===== src/rtl/rn_seq_pkg.sv =====
// Shared types and elaboration helpers for the RN release sequencer.
package rn_seq_pkg;

  typedef enum logic [2:0] {
    S_PON_HOLD,
    S_PON_REL,
    S_IDLE,
    S_ASSERT,
    S_GAP,
    S_ACK
  } state_t;

  // Bits needed to hold the values 0..n-1, never less than one.
  function automatic int clog2w(input int n);
    return (n <= 2) ? 1 : $clog2(n);
  endfunction

  function automatic int cnt_width(input int assert_cyc, input int gap_cyc);
    return clog2w((assert_cyc > gap_cyc) ? assert_cyc : gap_cyc);
  endfunction

  function automatic bit params_ok(input int ndom, input int assert_cyc,
                                   input int gap_cyc, input int sync_stages);
    return (ndom >= 1) && (ndom <= 32) && (assert_cyc >= 1) &&
           (gap_cyc >= 1) && (sync_stages >= 2);
  endfunction

endpackage


===== src/rtl/rn_seq_rr_arb.sv =====
// Round-robin arbiter: lowest eligible index at or after the pointer wins.
module rn_seq_rr_arb
  import rn_seq_pkg::*;
#(
  parameter int NDOM = 4
) (
  input  logic                     CLK,
  input  logic                     RST,
  input  logic [NDOM-1:0]          req,
  input  logic [NDOM-1:0]          mask,
  input  logic                     advance,
  output logic [clog2w(NDOM)-1:0]  grant,
  output logic                     valid
);

  localparam int IW = clog2w(NDOM);

  logic [IW-1:0]   ptr_reg;
  logic [IW-1:0]   ptr_next;
  logic [NDOM-1:0] elig;
  logic [NDOM-1:0] rot;

  assign elig = req & ~mask;
  // Rotate so that bit 0 of rot is the domain the pointer names.
  assign rot  = NDOM'({elig, elig} >> ptr_reg);

  always_comb begin
    int s;
    s     = 0;
    valid = 1'b0;
    grant = '0;
    // Downward scan so the smallest offset from the pointer is kept last.
    for (int k = NDOM - 1; k >= 0; k--) begin
      if (rot[k]) begin
        s = int'(ptr_reg) + k;
        if (s >= NDOM) s = s - NDOM;
        valid = 1'b1;
        grant = IW'(s);
      end
    end
  end

  always_comb begin
    ptr_next = ptr_reg;
    if (advance && valid) begin
      ptr_next = (grant == IW'(NDOM - 1)) ? '0 : grant + IW'(1);
    end
  end

  always_ff @(posedge CLK or posedge RST) begin
    if (RST) ptr_reg <= '0;
    else     ptr_reg <= ptr_next;
  end

endmodule


===== src/rtl/rn_release_sequencer.sv =====
// Drives per-domain active-low RN lines: staggered power-on release, then
// round-robin soft resets with a minimum low width and a post-release guard.
module rn_release_sequencer
  import rn_seq_pkg::*;
#(
  parameter int NDOM        = 4,
  parameter int ASSERT_CYC  = 4,
  parameter int GAP_CYC     = 2,
  parameter int SYNC_STAGES = 2
) (
  input  logic                     CLK,
  input  logic                     RST,
  input  logic [NDOM-1:0]          REQ,
  output logic [NDOM-1:0]          ACK,
  output logic [NDOM-1:0]          RN,
  output logic                     BUSY,
  output logic [clog2w(NDOM)-1:0]  CUR
);

  localparam int IW = clog2w(NDOM);
  localparam int XW = clog2w(NDOM + 1);
  localparam int CW = cnt_width(ASSERT_CYC, GAP_CYC);
  localparam logic [CW-1:0] A_LOAD = CW'(ASSERT_CYC - 1);
  localparam logic [CW-1:0] G_LOAD = CW'(GAP_CYC - 1);

  if (!params_ok(NDOM, ASSERT_CYC, GAP_CYC, SYNC_STAGES)) begin : g_param_check
    $error("rn_release_sequencer: illegal NDOM/ASSERT_CYC/GAP_CYC/SYNC_STAGES");
  end

  logic [SYNC_STAGES-1:0] sync_reg;
  logic                   srst_sync;

  state_t          state_reg, state_next;
  logic [CW-1:0]   cnt_reg, cnt_next;
  logic [XW-1:0]   idx_reg, idx_next;
  logic [NDOM-1:0] rn_reg, rn_next;
  logic [NDOM-1:0] ack_reg, ack_next;
  logic [IW-1:0]   cur_reg, cur_next;

  logic [IW-1:0]   gnt;
  logic            gnt_valid;
  logic            advance;
  logic [NDOM-1:0] arb_mask;
  logic [NDOM-1:0] gnt_oh;
  logic [NDOM-1:0] cur_oh;
  logic [NDOM-1:0] pon_oh;

  // Asserts with RST, releases only after SYNC_STAGES clean edges.
  always_ff @(posedge CLK or posedge RST) begin
    if (RST) sync_reg <= '1;
    else     sync_reg <= {sync_reg[SYNC_STAGES-2:0], 1'b0};
  end
  assign srst_sync = sync_reg[SYNC_STAGES-1];

  for (genvar gi = 0; gi < NDOM; gi++) begin : g_dec
    assign gnt_oh[gi] = (gnt == IW'(gi));
    assign cur_oh[gi] = (cur_reg == IW'(gi));
    assign pon_oh[gi] = (idx_reg == XW'(gi));
  end

  // The domain just acknowledged may not win the edge its ACK clears on.
  assign arb_mask = (state_reg == S_ACK) ? cur_oh : '0;

  rn_seq_rr_arb #(
    .NDOM (NDOM)
  ) u_arb (
    .CLK     (CLK),
    .RST     (RST),
    .req     (REQ),
    .mask    (arb_mask),
    .advance (advance),
    .grant   (gnt),
    .valid   (gnt_valid)
  );

  always_comb begin
    state_next = state_reg;
    cnt_next   = cnt_reg;
    idx_next   = idx_reg;
    rn_next    = rn_reg;
    ack_next   = '0;
    cur_next   = cur_reg;
    advance    = 1'b0;
    case (state_reg)
      S_PON_HOLD: begin
        if (cnt_reg == '0) begin
          rn_next[0] = 1'b1;
          idx_next   = XW'(1);
          cnt_next   = G_LOAD;
          state_next = S_PON_REL;
        end else begin
          cnt_next = cnt_reg - CW'(1);
        end
      end
      S_PON_REL: begin
        if (cnt_reg != '0) begin
          cnt_next = cnt_reg - CW'(1);
        end else if (idx_reg == XW'(NDOM)) begin
          state_next = S_IDLE;
        end else begin
          rn_next  = rn_reg | pon_oh;
          idx_next = idx_reg + XW'(1);
          cnt_next = G_LOAD;
        end
      end
      S_IDLE, S_ACK: begin
        if (gnt_valid) begin
          cur_next   = gnt;
          rn_next    = ~gnt_oh;
          advance    = 1'b1;
          cnt_next   = A_LOAD;
          state_next = S_ASSERT;
        end else begin
          state_next = S_IDLE;
        end
      end
      S_ASSERT: begin
        if (cnt_reg == '0) begin
          rn_next    = '1;
          cnt_next   = G_LOAD;
          state_next = S_GAP;
        end else begin
          cnt_next = cnt_reg - CW'(1);
        end
      end
      S_GAP: begin
        if (cnt_reg == '0) begin
          ack_next   = cur_oh;
          state_next = S_ACK;
        end else begin
          cnt_next = cnt_reg - CW'(1);
        end
      end
      default: state_next = S_PON_HOLD;
    endcase
  end

  always_ff @(posedge CLK or posedge RST) begin
    if (RST) begin
      state_reg <= S_PON_HOLD;
      cnt_reg   <= A_LOAD;
      idx_reg   <= '0;
      rn_reg    <= '0;
      ack_reg   <= '0;
      cur_reg   <= '0;
    end else if (srst_sync) begin
      state_reg <= S_PON_HOLD;
      cnt_reg   <= A_LOAD;
      idx_reg   <= '0;
      rn_reg    <= '0;
      ack_reg   <= '0;
      cur_reg   <= '0;
    end else begin
      state_reg <= state_next;
      cnt_reg   <= cnt_next;
      idx_reg   <= idx_next;
      rn_reg    <= rn_next;
      ack_reg   <= ack_next;
      cur_reg   <= cur_next;
    end
  end

  assign RN   = rn_reg;
  assign ACK  = ack_reg;
  assign CUR  = cur_reg;
  assign BUSY = (state_reg != S_IDLE);

endmodule

===== config.mk =====
export PLATFORM = sky130hd
export DESIGN_NAME = rn_release_sequencer
export DESIGN_NICKNAME = d
export VERILOG_FILES = /design/src/rtl/rn_seq_pkg.sv /design/src/rtl/rn_seq_rr_arb.sv /design/src/rtl/rn_release_sequencer.sv
export SDC_FILE = /design/constraint.sdc
export NUM_CORES = 1
export LEC_CHECK = 0
export BUFFER_PORTS_ARGS = -buffer_cell sky130_fd_sc_hd__buf_4
export CAP_MARGIN = 20
export CELL_PAD_IN_SITES_DETAIL_PLACEMENT = 0
export CELL_PAD_IN_SITES_GLOBAL_PLACEMENT = 1
export CORE_ASPECT_RATIO = 1.75
export CORE_UTILIZATION = 40
export CTS_CLUSTER_DIAMETER = 50
export DETAILED_ROUTE_END_ITERATION = 12
export PLACE_DENSITY = 0.81
export SYNTH_ARGS = -nofsm -noshare
export SYNTH_HDL_FRONTEND = slang
export SYNTH_SLANG_ARGS = --single-unit

===== constraint.sdc =====
create_clock -name CLK -period 2.75 [get_ports CLK]
set_input_delay 0.4125 -clock CLK [delete_from_list [all_inputs] [get_ports CLK]]
set_output_delay 0.4125 -clock CLK [all_outputs]
set_load 0.1 [all_outputs]

# Word-level counts from Yosys, hierarchy flattened
# Cells that the tools add are included.
# Widths: inputs -> output; s select.
# word_totals
ff_bits	22
elab_cells	123
# classes
reduce_logical	21
order_cmp	4
n_mux	49
addsub	10
bitwise_logic	4
eq_ne	25
shift	1
# op_table
op	n
$mux 2	18
$mux 4	9
$mux 3	9
$ne 3x3->1 const B	7
$pmux 3 s5	1
$eq 3x2->1 const B	4
$reduce_and 5->1	2
$reduce_bool 5->1	2
$sub 2x1->2 const B	5
$eq 3x3->1 const B	3
$ge 3x3->1 const B	3
$pmux 3 s3	1
$eq 2x2->1 const B	4
$mux 1	8
$not 4->4	2
$pmux 2 s4	1
$reduce_and 4->1	2
$shr 8x2->4	1
$add 2x2->3 const B	2
$eq 3x1->1 const B	2
$logic_not 2->1	3
$logic_not 3->1	2
$ne 3x2->1 const B	2
$pmux 3 s2	1
16 further kinds	20

# Logic depth before layout (Yosys ltp)
# logic_depth
ltp_word	14
mapped_depth	11

# Hierarchy
# Synthesis repeated with hierarchy kept, for this count alone.
# unflattened
cells_unflattened	170
hier_area_um2	1551.5
# by_module_without_submodules
mod	cells_each	area_per_inst_um2	instances
rn_release_sequencer	145	1318.8	1
rn_seq_rr_arb	25	232.7	1

# Worst setup path after synthesis
# No wires, ideal clock.
# synth_timing
path_type	register to register
from	reg cur_reg[1] (netlist: CUR[1])
to	reg rn_reg[1] (netlist: RN[1])
synth_period_minus_slack_ps	2903
n_path_buf	0
arrival_ps	2777
path_slack_ps	-153
required_ps	2624
stages_incl_launch_ff	11
path_cell_list	dfrtp_1 -> nand2b_1 -> o31ai_2 -> o22ai_1 -> a211o_1 -> inv_1 -> ha_1 -> nand3_1 -> a21oi_1 -> a211oi_1 -> mux2_4
# synth_via
elab_chain_len	14
elab_cells_between_ends	23
cone_classes	eq/ne: 5; shift: 1; mux: 12; bitwise: 3; reduce/logical: 2
# synth_lines
element	line_no	text
start, declared	rn_release_sequencer.sv:38	logic [IW-1:0] cur_reg, cur_next;
start signal, assigned	rn_release_sequencer.sv:159	cur_reg <= cur_next;
$eq 2x1->1, or another cell as far along	rn_release_sequencer.sv:57	assign cur_oh[gi] = (cur_reg == IW'(gi));
$mux 4 *	rn_release_sequencer.sv:62	assign arb_mask = (state_reg == S_ACK) ? cur_oh : '0;
$not 4->4 *	rn_seq_rr_arb.sv:23	assign elig = req & ~mask;
$and 4x4->4 *	rn_seq_rr_arb.sv:23	
$shr 8x2->4 *	rn_seq_rr_arb.sv:25	assign rot = NDOM'({elig, elig} >> ptr_reg);
$mux 2 (4 in a row)	rn_seq_rr_arb.sv:34	if (rot[k]) begin
$eq 2x1->1	rn_release_sequencer.sv:56	assign gnt_oh[gi] = (gnt == IW'(gi));
$not 4->4	rn_release_sequencer.sv:109	rn_next = ~gnt_oh;
$mux 4	rn_release_sequencer.sv:107	if (gnt_valid) begin
$pmux 3 s3	rn_release_sequencer.sv:84	case (state_reg)
$mux 4	rn_release_sequencer.sv:146	end else if (srst_sync) begin
end signal, assigned	rn_release_sequencer.sv:157	rn_reg <= rn_next;
end, declared	rn_release_sequencer.sv:36	logic [NDOM-1:0] rn_reg, rn_next;
# Every way passes the cells marked *; elsewhere a longest branch is shown, timed or not. The select of a mux whose other input is x is not followed.
# A chain may end at the register's enable or synchronous reset.

# Final worst setup path
# layout_timing
from	reg cur_reg[1] (netlist: CUR[1])
to	reg rn_reg[2] (netlist: RN[2])
# layout_via
elab_chain_len	14
elab_cells_between_ends	23
cone_classes	eq/ne: 5; shift: 1; mux: 12; bitwise: 3; reduce/logical: 2
# layout_lines
element	line_no
$eq 2x1->1, or another cell as far along	rn_release_sequencer.sv:57
$mux 4 *	rn_release_sequencer.sv:62
$not 4->4 *	rn_seq_rr_arb.sv:23
$and 4x4->4 *	rn_seq_rr_arb.sv:23
$shr 8x2->4 *	rn_seq_rr_arb.sv:25
$mux 2 (4 in a row)	rn_seq_rr_arb.sv:34
$eq 2x2->1	rn_release_sequencer.sv:56
$not 4->4	rn_release_sequencer.sv:109
$mux 4	rn_release_sequencer.sv:107
$pmux 3 s3	rn_release_sequencer.sv:84
$mux 4	rn_release_sequencer.sv:146
# Marked as above.

==> results.md <==
* Status: complete, no violations
* CTS sink cnt at 22
* CP Launch Type: flip-flop
* Final Cycle Share at 0.916
* Port bufs at 16
* Initial Util at 0.417
* Slowest stage cell, crit path: dfrtp_2
* RSZ-0062 raised after global routing: no
* Root Buffer: clkbuf_8
* Clock-pin slew on the worst setup and hold paths at 80 ps
* Most common cell in the netlist: dfrtp_1
* Setup_tns at 0 ps
* Synth top area share at 0.282
* Post-synth EDFFs at 0
* Initial antenna violation count at 0
* Clock buffer count from CTS at 3
* # DRC at 0
* Worst IR Drop VDD at 0.295 mV
* Area grow syn2layout at 14.3%
* Diodes inserted at 0
* Total length of routed wires at 3.50 mm
* Min cycle time layout at 2520 ps
* Wirelength per Cell at 14.9 um
* Largest net degree at the start of global routing at 24
* Leak at 0.807 nW
* Die area at 0.00426 mm^2
* First-pass GRT wire length at 6.05 mm
* Die Y-Extent at 85.6 um
* Maximum clock rate at 397 MHz
* Avg Cell Area, Syn at 9.18 um^2
* Worst-path fanout max at 6
* Slew HR at 0.443
* TritonCTS clock tree: built
* FF+latch count, synth at 22
* Top cells by area, synth: dfrtp_1 28%, ha_1 8.6%, dfstp_2 6.6%
* Async SR Flop Fraction at 1.00
* Worst Hold Class: primary input to asynchronous set/reset pin
* Initial drt markers at 29
* Distinct cells, synth at 47
* Clk_lat worst skew at 260 ps
* Nets at 205
* Worst Skew at 1.70 ps
* Area of the mapped netlist at 0.00160 mm^2
* Max-cap viol count at 0
* Std cell rows at 30
* Worst path required time at 2900 ps
* Worst path cell trace: or2_1 -> or3_1 -> a221oi_1 -> o22ai_1 -> inv_1 -> ha_1 -> nand3_1 -> a21oi_1 -> a211oi_1 -> mux2_4
* P per Cell Area at 449 mW/mm^2
* Worst Setup SP: CUR[1]
* Synth top cells by count: 18 x dfrtp_1, 14 x a21oi_1, 12 x inv_1, 12 x nor2_1, 11 x ha_1
* Core ar. at 0.00383 mm^2
* Die Width at 49.8 um
* Ys flop type: dfrtp_1
* Hold_buf cts at 0
* Crit path DAT at 2670 ps
* H-Tree Depth at 1
* DP HPWL at 2.67 mm
* Routed vias/inst at 5.67
* Vias at 1333
* Top Ports at 17
* Vias in the first global route at 1358
* Sequential area share after synthesis at 0.348
* Worst r2r src: CUR[1]
* RePlAce Congestion at 0.880
* Antenna Nets Post-Route at 0
* Layout cells sized above 1 at 0.214
* CP Capture Type: flip-flop
* Critical path type: flip-flop to flip-flop
* Syn_nets at 191
* Post-synthesis cell count at 174
* TritonRoute pass-1 iters at 4
* Post-CTS Resized at 0
* Worst Tran Pin Value at 835 ps
* Post-CTS setup repair buffer count at 0
* Grt total ovfl at 0
* Cell type with the largest total area after synthesis: dfrtp_1
* Clk buf depth at 2
* CP peak stage delay at 430 ps
* Slew Limit Fails at 0
* Layout Utilization at 0.476
* Hold Fails Final Rpt at 0
* Total GRT Usage at 0.183
* Synthesis Warnings at 0
* Final setup fails at 0
-- cells in the final DEF (no fill, tap or decap), drive strengths merged, types with 3 or more instances in the layout --
| cell | n |
|---|---|
| mux2 | 7 |
| clkbuf | 3 |
| o21ai | 9 |
| nor2b | 5 |
| dfstp | 4 |
| a31oi | 4 |
| buf | 19 |
| o22ai | 4 |
| nor3 | 5 |
| nor2 | 12 |
| dfrtp | 18 |
| a21oi | 14 |
| nand2b | 9 |
| a211oi | 5 |
| o21a | 4 |
| nand3 | 7 |
| ha | 11 |
| inv | 12 |
| nand2 | 5 |
-- logic make-up (layout without fill, tap and decap cells) --
logic type,Yosys count,count (layout),share of synthesized area
AO/OA/AOI/OAI,55,55,0.251
AND/OR/NAND/NOR,54,54,0.183
multiplexers,9,9,0.0713
flip-flops,22,22,0.348
other,1,1,0.00235
buffers and inverters,22,35,0.0588
adder cells (fa/ha/maj),11,11,0.0862
-- worst max-delay path: cells and delay by family, from the launching register on --
| kind | cells | cell delay [ps] |
|---|---|---|
| muxes | 1 | 270 |
| and+or+nand+nor | 3 | 750 |
| AOI/OAI and AO/OA | 4 | 670 |
| adders and majority gates | 1 | 180 |
| DFF | 1 | 430 |
| buffers and inverters | 1 | 100 |
-- final timing paths --
| kind | cells past startpoint | slack (ps) | end |
|---|---|---|---|
| worst max-delay path | 10 | 230 | RN[2] |
| worst min-delay path | 2 | 310 | RN[3] |
| worst max register to register | 10 | 230 | RN[2] |
| worst min register to register | 0 | 360 | sync_reg[1] |
| max in group asynchronous | 2 | 1870 | CUR[1] |
| min in group CLK | 0 | 360 | sync_reg[1] |
-- metal layers --
layer  vias to the layer above  GRT usage  wire length, um
li1                        657          -                -
met1                       634      0.198             1350
met2                        34      0.348             1980
met3                         8     0.0177               83
met4                         0     0.0805               95
met5                         -          0                0
-- power by group --
| part | leakage [nW] | switching (mW) | internal, mW |
|---|---|---|---|
| clock | 0.0357 | 0.107 | 0.194 |
| combinational | 0.487 | 0.105 | 0.0571 |
| sequential | 0.285 | 0.0166 | 0.339 |
| total | 0.807 | 0.229 | 0.591 |
-- through the flow --
| stage | setup slack (ps) | cell area [um^2] | instances | power (mW) | hold WS, ps |
|---|---|---|---|---|---|
| after global routing | 46.4 | 1820 | 235 | 0.858 | 366 |
| after detailed placement | 247 | 1750 | 231 | 0.525 | 350 |
| after global placement | 289 | 1750 | 231 | 0.522 | 346 |
| after floorplan | 133 | 1600 | 174 | 0.487 | 345 |
| final | 232 | 1820 | 235 | 0.820 | 314 |
| after CTS | 219 | 1820 | 235 | 0.832 | 353 |
-- final cells by class --
type / count / area, um^2
clock buffers: 3 / 41.3
clock inverters: 1 / 30.0
fillers: 377 / 2000
inverters: 12 / 45.0
multi-input cells: 130 / 947
flip-flops and latches: 22 / 558
well taps: 48 / 60.1
repair buffers: 19 / 143
Note: power is estimated with default switching activity, not from simulation.
